**config.mk**
```make
export PLATFORM = sky130hd
export DESIGN_NAME = sram_arbiter
export DESIGN_NICKNAME = d
export VERILOG_FILES = /design/src/rtl/sram_arbiter.sv
export SDC_FILE = /design/constraint.sdc
export NUM_CORES = 1
export LEC_CHECK = 0
export ABC_AREA = 1
export BUFFER_PORTS_ARGS = -buffer_cell sky130_fd_sc_hd__buf_2
export CAP_MARGIN = 20
export CELL_PAD_IN_SITES_DETAIL_PLACEMENT = 2
export CELL_PAD_IN_SITES_GLOBAL_PLACEMENT = 2
export CORE_UTILIZATION = 24
export DETAILED_ROUTE_END_ITERATION = 8
export GPL_TIMING_DRIVEN = 0
export PLACE_DENSITY = 0.75
export REMOVE_ABC_BUFFERS = 1
export SLEW_MARGIN = 0
export SYNTH_ARGS = -nofsm -noshare
export SYNTH_HDL_FRONTEND = slang
export SYNTH_SLANG_ARGS = --single-unit
```
**constraint.sdc**
```tcl
create_clock -name Clk -period 1.9 [get_ports Clk]
set_clock_uncertainty 0.2 [all_clocks]
set_input_delay 0.19 -clock Clk [delete_from_list [all_inputs] [get_ports Clk]]
set_output_delay 0.19 -clock Clk [all_outputs]
set_load 0.01 [all_outputs]
```
**src/rtl/sram_arbiter.sv**
```systemverilog
// Round-robin arbiter sharing one asynchronous 1Mx16 SRAM between two masters.
// Each access is a fixed-length strobe window followed by a one-cycle ack.
module sram_arbiter #(
  parameter int ADDR_W      = 20,
  parameter int DATA_W      = 16,
  parameter int WAIT_CYCLES = 2
) (
  input  logic              Clk,
  input  logic              Reset,

  input  logic              req0,
  input  logic              we0,
  input  logic [ADDR_W-1:0] addr0,
  input  logic [DATA_W-1:0] wdata0,
  output logic              ack0,

  input  logic              req1,
  input  logic              we1,
  input  logic [ADDR_W-1:0] addr1,
  input  logic [DATA_W-1:0] wdata1,
  output logic              ack1,

  output logic [DATA_W-1:0] rdata,
  output logic              busy,

  output logic              CE,
  output logic              UB,
  output logic              LB,
  output logic              OE,
  output logic              WE,
  output logic [ADDR_W-1:0] ADDR,
  output logic [DATA_W-1:0] Data_to_SRAM,
  input  logic [DATA_W-1:0] Data_from_SRAM,

  output logic [1:0]        state_dbg
);

  // Handshake: a master raises reqN with we/addr/wdata valid and holds it until
  // ackN. Fields are captured on the grant edge only; ackN is a single-cycle
  // completion pulse and the master must drop reqN in that same cycle, otherwise
  // the still-high req counts as a fresh request in the following IDLE cycle.

  typedef enum logic [1:0] {
    IDLE   = 2'd0,
    ACCESS = 2'd1,
    DONE   = 2'd2
  } state_t;

  localparam logic [3:0] WAIT_LOAD = 4'(WAIT_CYCLES - 1);

  state_t      state;
  logic        grant;
  logic        last_grant;
  logic        dir_we;
  logic [3:0]  wait_cnt;

  logic              pick_valid;
  logic              pick;
  logic              pick_we;
  logic [ADDR_W-1:0] pick_addr;
  logic [DATA_W-1:0] pick_wdata;

  // On a tie the port that did not win last time gets the SRAM.
  always_comb begin
    pick_valid = req0 | req1;
    pick       = (req0 & req1) ? ~last_grant : req1;
    pick_we    = pick ? we1    : we0;
    pick_addr  = pick ? addr1  : addr0;
    pick_wdata = pick ? wdata1 : wdata0;
  end

  assign state_dbg = state;

  always_ff @(posedge Clk) begin
    if (Reset) begin
      state        <= IDLE;
      grant        <= 1'b0;
      last_grant   <= 1'b1;
      dir_we       <= 1'b0;
      wait_cnt     <= '0;
      CE           <= 1'b1;
      UB           <= 1'b1;
      LB           <= 1'b1;
      OE           <= 1'b1;
      WE           <= 1'b1;
      ADDR         <= '0;
      Data_to_SRAM <= '0;
      rdata        <= '0;
      ack0         <= 1'b0;
      ack1         <= 1'b0;
      busy         <= 1'b0;
    end else begin
      ack0 <= 1'b0;
      ack1 <= 1'b0;
      case (state)
        IDLE: begin
          busy <= 1'b0;
          if (pick_valid) begin
            grant        <= pick;
            last_grant   <= pick;
            dir_we       <= pick_we;
            ADDR         <= pick_addr;
            Data_to_SRAM <= pick_wdata;
            wait_cnt     <= WAIT_LOAD;
            CE           <= 1'b0;
            UB           <= 1'b0;
            LB           <= 1'b0;
            OE           <= pick_we;
            WE           <= ~pick_we;
            busy         <= 1'b1;
            state        <= ACCESS;
          end
        end

        ACCESS: begin
          if (wait_cnt == 4'd0) begin
            // Read data is sampled on the last edge the strobes are still low.
            if (!dir_we) begin
              rdata <= Data_from_SRAM;
            end
            CE    <= 1'b1;
            UB    <= 1'b1;
            LB    <= 1'b1;
            OE    <= 1'b1;
            WE    <= 1'b1;
            ack0  <= ~grant;
            ack1  <= grant;
            state <= DONE;
          end else begin
            wait_cnt <= wait_cnt - 4'd1;
          end
        end

        DONE: begin
          busy  <= 1'b0;
          state <= IDLE;
        end

        default: begin
          CE    <= 1'b1;
          UB    <= 1'b1;
          LB    <= 1'b1;
          OE    <= 1'b1;
          WE    <= 1'b1;
          busy  <= 1'b0;
          state <= IDLE;
        end
      endcase
    end
  end

endmodule

```
=== Word-level counts from Yosys, hierarchy flattened ===
Index checks and enable logic that the tools add are counted.

* Register bits: 67
* Input bits: 94
* Output and inout bits: 62
* Logic and storage cells: 57

* Add/subtract/negate cells: 1
* Eq/ne operators: 5
* Muxes and demuxes: 19
* Bitwise operators: 9
* Reduce and logical (&&, ||, !) cells: 9

{| class="wikitable"
|+ Operators by type and width
! kind !! number
|-
| $mux W20 || 1
|-
| $mux W16 || 1
|-
| $pmux W1 S3 || 3
|-
| $reduce_and A3 Y1 || 3
|-
| $mux W4 || 2
|-
| $pmux W4 S2 || 1
|-
| $mux W1 || 7
|-
| $not A1 Y1 || 7
|-
| $ne A2 B2 Y1 const B || 3
|-
| $logic_not A4 Y1 || 1
|-
| $mux W2 || 2
|-
| $pmux W2 S2 || 1
|-
| $reduce_and A2 Y1 || 2
|-
| $sub A4 B1 Y4 const B || 1
|-
| $reduce_or A3 Y1 || 1
|-
| $eq A2 B1 Y1 const B || 1
|-
| $eq A2 B2 Y1 const B || 1
|-
| $logic_not A2 Y1 || 1
|-
| $pmux W1 S2 || 1
|-
| $reduce_bool A2 Y1 || 1
|-
| $and A1 B1 Y1 || 1
|-
| $or A1 B1 Y1 || 1
|}

=== Logic depth before layout (Yosys ltp) ===
Gate-level depths: netlist (run 1).

* Depth after elaboration: 6
* Depth in mapped cells: 9
* Gate-level depth less buffers: 9

=== Worst setup path before layout (run 1) ===
OpenSTA, ideal clock, no wires.

* Kind: register to register
* From: register wait_cnt[0]
* To: register rdata[0]
* Setup time: 116 ps
* Arrival: 1,156 ps
* Data required time: 1,584 ps
* Slack: 428 ps
* Cell stages (with the launch flop): 10
* Path buffers: 1
* Period minus slack after synthesis: 1,472 ps
* Path through: dfxtp_1 inv_1 ha_1 nand2_1 inv_1 nand3_2 inv_2 buf_4 nor2_1 nor2_1

* Word-level cells in the longest chain between the ends: 2

{| class="wikitable"
|+ Ends and longest elaborated chain
! what !! line !! source
|-
| start: declaration || 55 || <nowiki>logic [3:0] wait_cnt;</nowiki>
|-
| start signal: assignment || 130 || <nowiki>wait_cnt <= wait_cnt - 4'd1;</nowiki>
|-
| $logic_not A4 Y1 || 116 || <nowiki>if (wait_cnt == 4'd0) begin</nowiki>
|-
| $reduce_and A3 Y1 (no line) || n/a ||
|-
| end signal: assignment || 119 || <nowiki>rdata <= Data_from_SRAM;</nowiki>
|-
| end: declaration || 23 || <nowiki>output logic [DATA_W-1:0] rdata,</nowiki>
|}

Every way passes these cells.
A chain may end at the register's enable or synchronous reset.

=== Worst setup path in the final report (run 1) ===
* From: register state[1] (netlist: state_dbg[1])
* To: register Data_to_SRAM[6]

* Word-level cells in the longest chain between the ends: 2

{| class="wikitable"
|+ Ends and longest elaborated chain
! what !! line !! source
|-
| start: declaration || 51 || <nowiki>state_t state;</nowiki>
|-
| start signal: assignment || 76 || <nowiki>state <= IDLE;</nowiki>
|-
| start signal: assignment || 111 || <nowiki>state <= ACCESS;</nowiki>
|-
| start signal: assignment || 128 || <nowiki>state <= DONE;</nowiki>
|-
| $logic_not A2 Y1 || 95 || <nowiki>case (state)</nowiki>
|-
| $reduce_and A2 Y1 (no line) || n/a ||
|-
| end signal: assignment || 103 || <nowiki>Data_to_SRAM <= pick_wdata;</nowiki>
|-
| end: declaration || 32 || <nowiki>output logic [DATA_W-1:0] Data_to_SRAM,</nowiki>
|}

Every way passes these cells.

==> out/results.tsv, run 1 <==
metric	value	unit
cts_made_buffers	9	
crit_required	1.93	ns
grt_setup_unrepaired	no	
antenna_found_initial	3	
max_slew_margin	60.59	%
die_y	115.4	um
vias	3619	
cp-end-kind	flop	
switchingPower	0.001703	W
tightest_slew	0.5902	ns
grt-ovfl-total	0	
vdd_drop_max	358.5	uV
cts_sinks	67	
ys_seq_area_share	43.49	%
critPathKind	reg -> reg	
fin_crit_sh	92.75	%
grt_usage	21.94	%
core	12570	um^2
yosys.area.top_type	dfxtp_1	
dp_worst_setup_slack	-0.5673	ns
grt_pass1_vias	4018	
worst_setup_path_start_kind	flop	
setup_viol_count_final	0	
dieArea	13310	um^2
routedWlPerCell	19.14	um
power_density	977.3	nW/um^2
fmax	0.5675	GHz
fin_crit	1.762	ns
syn_area	3084	um^2
p_clk_share	36.6	%
ys_types	28	
start_util	24.54	%
grt_pass1_wl	21.68	mm
drive_gt1_share	39.90	%
setup_slack	0.1378	ns
finalHoldViolCount	0	
async_flop_share	0	%
hp-class	in -> reg	
synth_top_area_share	43.49	%
drt_iter0_drc	101	
grt_max_degree	41	
clk_pin_slew_worst_paths	0.06	ns
switching_share	32.96	%
post-route-util	42.08	%
routed_wl	15.10	mm
ys_top_cells_by_count	nor2_1, nand2_1, dfxtp_1	
cts-root-buf	clkbuf_16	
slew_viol_final	0	
dr.pass1.iters	4	
place_inst	673	
maxCapViolations	0	
drcViolationCount	0	
critPathMaxFanout	10	
hold_ws	0.02129	ns
status	completed	
synth_area_leaders	dfxtp_1, o211ai_2, nor2_1	
cp.arrival	1.79	ns
synth_edf_count	0	
p_seq_share	33.8	%
synth.most_common_cell	nor2_1	
syn2layout_area_growth	71.48	%
fillers	1402	
io_buffers	155	
die_w	115.4	um
io-pin-count	156	
pwr-share-comb	29.5	%
avgSynthCellArea	8.358	um^2
antenna_left	0	
cts_max_path_buffers	2	
p_leak	2.440	nW
ys.flop_type	dfxtp_1	
nets	705	
cellInternalPower	0.003465	W
htreeDepth	3	
viasPerCell	4.587	
clk_latency	0.33	ns
ys_ff_latch	67	
rows	41	
cts_tree	yes	
syn_inst	369	
finalSetupTns	0	ns
routabilityCongestion	0.7371	
yosys_warnings	0	
dpl.hpwl	7.438	mm
fin_cells	789	
[layout make-up]
cell class                      count  area [um^2]  area share, %
Antenna cell                        3        7.507         0.1419
Timing Repair Buffer              250         1764          33.36
Inverter                           14        82.58          1.561
Clock buffer                       11        252.7          4.779
Timing Repair inverter              2        17.52         0.3312
Sequential cell                    67         1343          25.38
Tap cell                          172        215.2          4.069
Clock inverter                      5        83.83          1.585
Multi-Input combinational cell    265         1523          28.79
[flip-flops by register name, summed over array words and instances (netlist names)]
| signal | count |
|---|---|
| rdata | 16 |
| LB | 1 |
| grant | 1 |
| busy | 1 |
| ack0 | 1 |
| Data_to_SRAM | 16 |
| ADDR | 20 |
| wait_cnt | 4 |
| last_grant | 1 |
| dir_we | 1 |
| state_dbg | 2 |
| ack1 | 1 |
| WE | 1 |
| OE | 1 |
[logic make-up after synthesis]
kind of cell / Yosys count / synth area share [%]
flops: 67 / 43.49
compound gates: 88 / 24.10
buf+inv: 39 / 8.722
simple gates: 173 / 22.88
fa+ha+maj: 2 / 0.8112
[power by group through the flow]
| stage | combinational (W) | clock, W | sequential (W) |
|---|---|---|---|
| 5_1_grt | 0.00166 | 0.00200 | 0.00177 |
| 4_1_cts | 0.00140 | 0.00193 | 0.00173 |
| 3_5_place_dp | 0.00120 | 0 | 0.00176 |
| 3_3_place_gp | 0.00114 | 0 | 0.00175 |
| 2_1_floorplan | 0.000576 | 0 | 0.00185 |
| 6_report | 0.00153 | 0.00189 | 0.00175 |
[what timing repair did]
action	in CTS	in global routing
cloned	2	2
endpoints found under the setup margin	45	43
setup buffers	2	6
gates resized for setup	8	8
hold endpoints to repair	52	0
hold buffers	85	0
pin swaps	2	3
[metrics by stage]
stage | cell area, um^2 | total power [W]
final | 5289 | 0.005169
after global routing | 5289 | 0.005430
after CTS | 5171 | 0.005069
after detailed placement | 3904 | 0.002957
after global placement | 3861 | 0.002889
after floorplan | 2870 | 0.002427
[metal layers]
layer	GRT usage [%]	wire [um]
met5	0	0
met4	11.52	544
met3	3.479	628
met2	41.68	8137
met1	23.08	5794
[placed cells by master, fill, tap and decap left out]
master | Yosys | layout
a21boi_0 | 1 | 1
inv_2 | 3 | 1
dfxtp_1 | 67 | 66
buf_4 | 7 | 5
nor3_1 | 1 | 1
inv_1 | 10 | 10
dlygate4sd3_1 | 0 | 85
nand3b_1 | 1 | 1
buf_2 | 9 | 155
nand3_1 | 16 | 16
nor2_2 | 0 | 1
nand2_1 | 74 | 73
o211ai_2 | 24 | 24
clkbuf_8 | 0 | 2
dfxtp_2 | 0 | 1
inv_6 | 0 | 4
nor2_1 | 76 | 75
o22ai_1 | 1 | 1
o21ai_0 | 25 | 25
nand2_8 | 0 | 1
buf_12 | 3 | 5
ha_1 | 2 | 2
diode_2 | 0 | 3
clkinvlp_4 | 0 | 2
o21ai_1 | 1 | 1
nor2_4 | 3 | 5
nand4_1 | 1 | 1
clkinv_8 | 0 | 2
o21ai_4 | 1 | 1
a21oi_1 | 4 | 4
o211ai_1 | 7 | 7
clkbuf_16 | 0 | 9
nand3_4 | 0 | 1
bufinv_16 | 0 | 2
o21ai_2 | 24 | 24
[path summary, 6_finish.rpt]
check               startpoint                to  slack [ns]  depth (start not counted)
hold / removal      wdata1[10]  Data_to_SRAM[10]        0.02                          3
setup reg to reg  state_dbg[1]   Data_to_SRAM[6]        0.14                          7
setup / recovery  state_dbg[1]   Data_to_SRAM[6]        0.14                          7
hold reg to reg          grant              ack0        0.22                          1
[critical path, cell delays in order, from the launching register on]
cell and delay, ns:
dfxtp_2 0.41, nor2_4 0.08, o21ai_4 0.22, clkinv_8 0.22, nor2_4 0.20, buf_12 0.16, nand2_1 0.05, o21ai_0 0.10
No activity file was read; power rests on OpenSTA's default activity.
==> inputs of run 2 (changes only) <==
--- a/config.mk
+++ b/config.mk
@@ -14,6 +14,7 @@
 export DETAILED_ROUTE_END_ITERATION = 8
 export GPL_TIMING_DRIVEN = 0
 export PLACE_DENSITY = 0.75
+export RECOVER_POWER = 100
 export REMOVE_ABC_BUFFERS = 1
 export SLEW_MARGIN = 0
 export SYNTH_ARGS = -nofsm -noshare
==> run 2 against run 1 <==
Sequential share of layout area rose by 0.69 points. Via count barely moved. Core utilization fell by 1.1 points. Final cell count did not move. Register-to-register slack barely moved. Clock power barely moved. Combinational power fell by 6%.
==> out/results.tsv, run 2 (synthesis gave the netlist of run 1 again) <==
metric	value	unit	change
status	completed		
grt_pass1_vias	4018		unchanged
routedWlPerCell	19.21	um	+0.32%
maxCapViolations	0		unchanged
power_density	988.3	nW/um^2	+1.1%
cp-end-kind	flop		
fin_crit	1.759	ns	-0.003150 ns
fin_crit_sh	92.58	%	-0.17 points
io_buffers	155		unchanged
htreeDepth	3		unchanged
die_y	115.4	um	unchanged
whs_path_depth	3		unchanged
cts_max_path_buffers	2		unchanged
dpl.hpwl	7.438	mm	unchanged
viasPerCell	4.584		about the same
critPathMaxFanout	10		unchanged
cts_sinks	67		unchanged
grt_max_degree	41		unchanged
min_from	wdata1[10]		
dp_worst_setup_slack	-0.5673	ns	unchanged
dieArea	13310	um^2	unchanged
nets	705		unchanged
fin_area	5149	um^2	-2.6%
rrSetupSlack	0.14	ns	about the same
hold_path_end	Data_to_SRAM[10]		
dpl_cell_area	3904	um^2	unchanged
vdd_drop_max	366.4	uV	+2.2%
antenna_found_initial	3		unchanged
die_w	115.4	um	unchanged
largest_reg_flops	20		unchanged
syn2layout_area_growth	66.94	%	
ff2ff_path_depth	7		unchanged
total_power	0.005089	W	-1.6%
hp-class	in -> reg		
cts_made_buffers	9		unchanged
grt-ovfl-total	0		unchanged
grt_usage	21.94	%	unchanged
reg2reg_from	state_dbg[0]		
start_util	24.54	%	unchanged
worst_setup_path_start_kind	flop		
setup_slack	0.1410	ns	+0.003150 ns
fmax	0.5685	GHz	+0.18%
core	12570	um^2	unchanged
drive_gt1_share	28.18	%	-12 points
tightest_slew	0.5787	ns	-0.01150 ns
r2r_end	ADDR[6]		
drcViolationCount	0		unchanged
slew_viol_final	0		unchanged
cts-root-buf	clkbuf_16		
rows	41		unchanged
routabilityCongestion	0.7371		unchanged
grt_setup_unrepaired	no		
finalHoldViolCount	0		unchanged
final_cell_mix	buf_2, dlygate4sd3_1, nor2_1, nand2_1, dfxtp_1		
max_slew_margin	61.36	%	+0.77 points
hold_ws	0.02454	ns	+0.003252 ns
cp.arrival	1.82	ns	+0.03 ns
grt_pass1_wl	21.68	mm	unchanged
final_common_cell	buf_2		
dr.pass1.iters	4		unchanged
cts_tree	yes		
routed_wl	15.15	mm	+0.32%
drt_iter0_drc	106		+5.0%
antenna_left	0		unchanged
finalSetupTns	0	ns	unchanged
p_leak	2.179	nW	-11%
vias	3617		-0.055%
regMostFlops	ADDR		
largest_registers	ADDR: 20 flops, Data_to_SRAM: 16 flops, rdata: 16 flops		
crit_required	1.96	ns	+0.03 ns
io-pin-count	156		unchanged
clk_pin_slew_worst_paths	0.06	ns	about the same
critPathKind	reg -> reg		
clk_latency	0.33	ns	about the same
setup_viol_count_final	0		unchanged
[run 2: metal layers]
layer,part of all wire (%),track usage (%)
met5,0,0
met4,3.6,11.52
met3,4.4,3.479
met2,54,41.68
met1,38,23.08
[run 2: power breakdown]
part           switching (W)  leakage [nW]  internal, W
logic               0.000895          1.47     0.000550
clock network       0.000663         0.158      0.00123
registers           0.000134         0.553      0.00162
total                0.00169          2.18      0.00340
[run 2: critical path, stage by stage (launching register included)]
cell and delay (ns):
dfxtp_1 0.41, nor2_4 0.08, o21ai_4 0.21, clkinv_8 0.21
nor2_4 0.20, clkbuf_1 0.20, nand2_1 0.10, o21ai_2 0.07
[run 2: repair_timing]
item	in CTS	in global routing
setup buffers	2	6
hold endpoints to repair	52	0
cloned	2	2
setup endpoints to repair	45	43
hold buffers	85	0
pin swaps	2	3
gates resized for setup	8	8
[run 2: cell type report]
| cell class | count | area (um^2) |
|---|---|---|
| Clock buffer | 11 | 252.7 |
| Multi-Input combinational cell | 265 | 1481 |
| Fill cell | 1462 | 7420 |
| Sequential cell | 67 | 1343 |
| Antenna cell | 3 | 7.507 |
| Inverter | 14 | 75.07 |
| Tap cell | 172 | 215.2 |
| Clock inverter | 5 | 83.83 |
| Timing Repair inverter | 2 | 15.01 |
| Timing Repair Buffer | 250 | 1675 |
[run 2: worst max-delay path by stage]
| stage | start | end | slack, ns | depth (start not counted) |
|---|---|---|---|---|
| 2_1_floorplan | last_grant | Data_to_SRAM[0] | -0.54 | 7 |
| 3_3_place_gp | last_grant | last_grant | -1.68 | 5 |
| 3_5_place_dp | state_dbg[1] | dir_we | -0.57 | 6 |
| 4_1_cts | state_dbg[1] | grant | 0.03 | 6 |
| 5_1_grt | state_dbg[0] | ADDR[6] | 0.04 | 7 |
| 6_report | state_dbg[0] | ADDR[6] | 0.14 | 7 |
[run 2: per-stage QoR]
step / util (%) / cells
floorplan: - / 344
global placement: 30.72 / 671
detailed placement: 31.06 / 673
CTS: 41.14 / 778
global route: 40.97 / 789
finish: 40.97 / 789
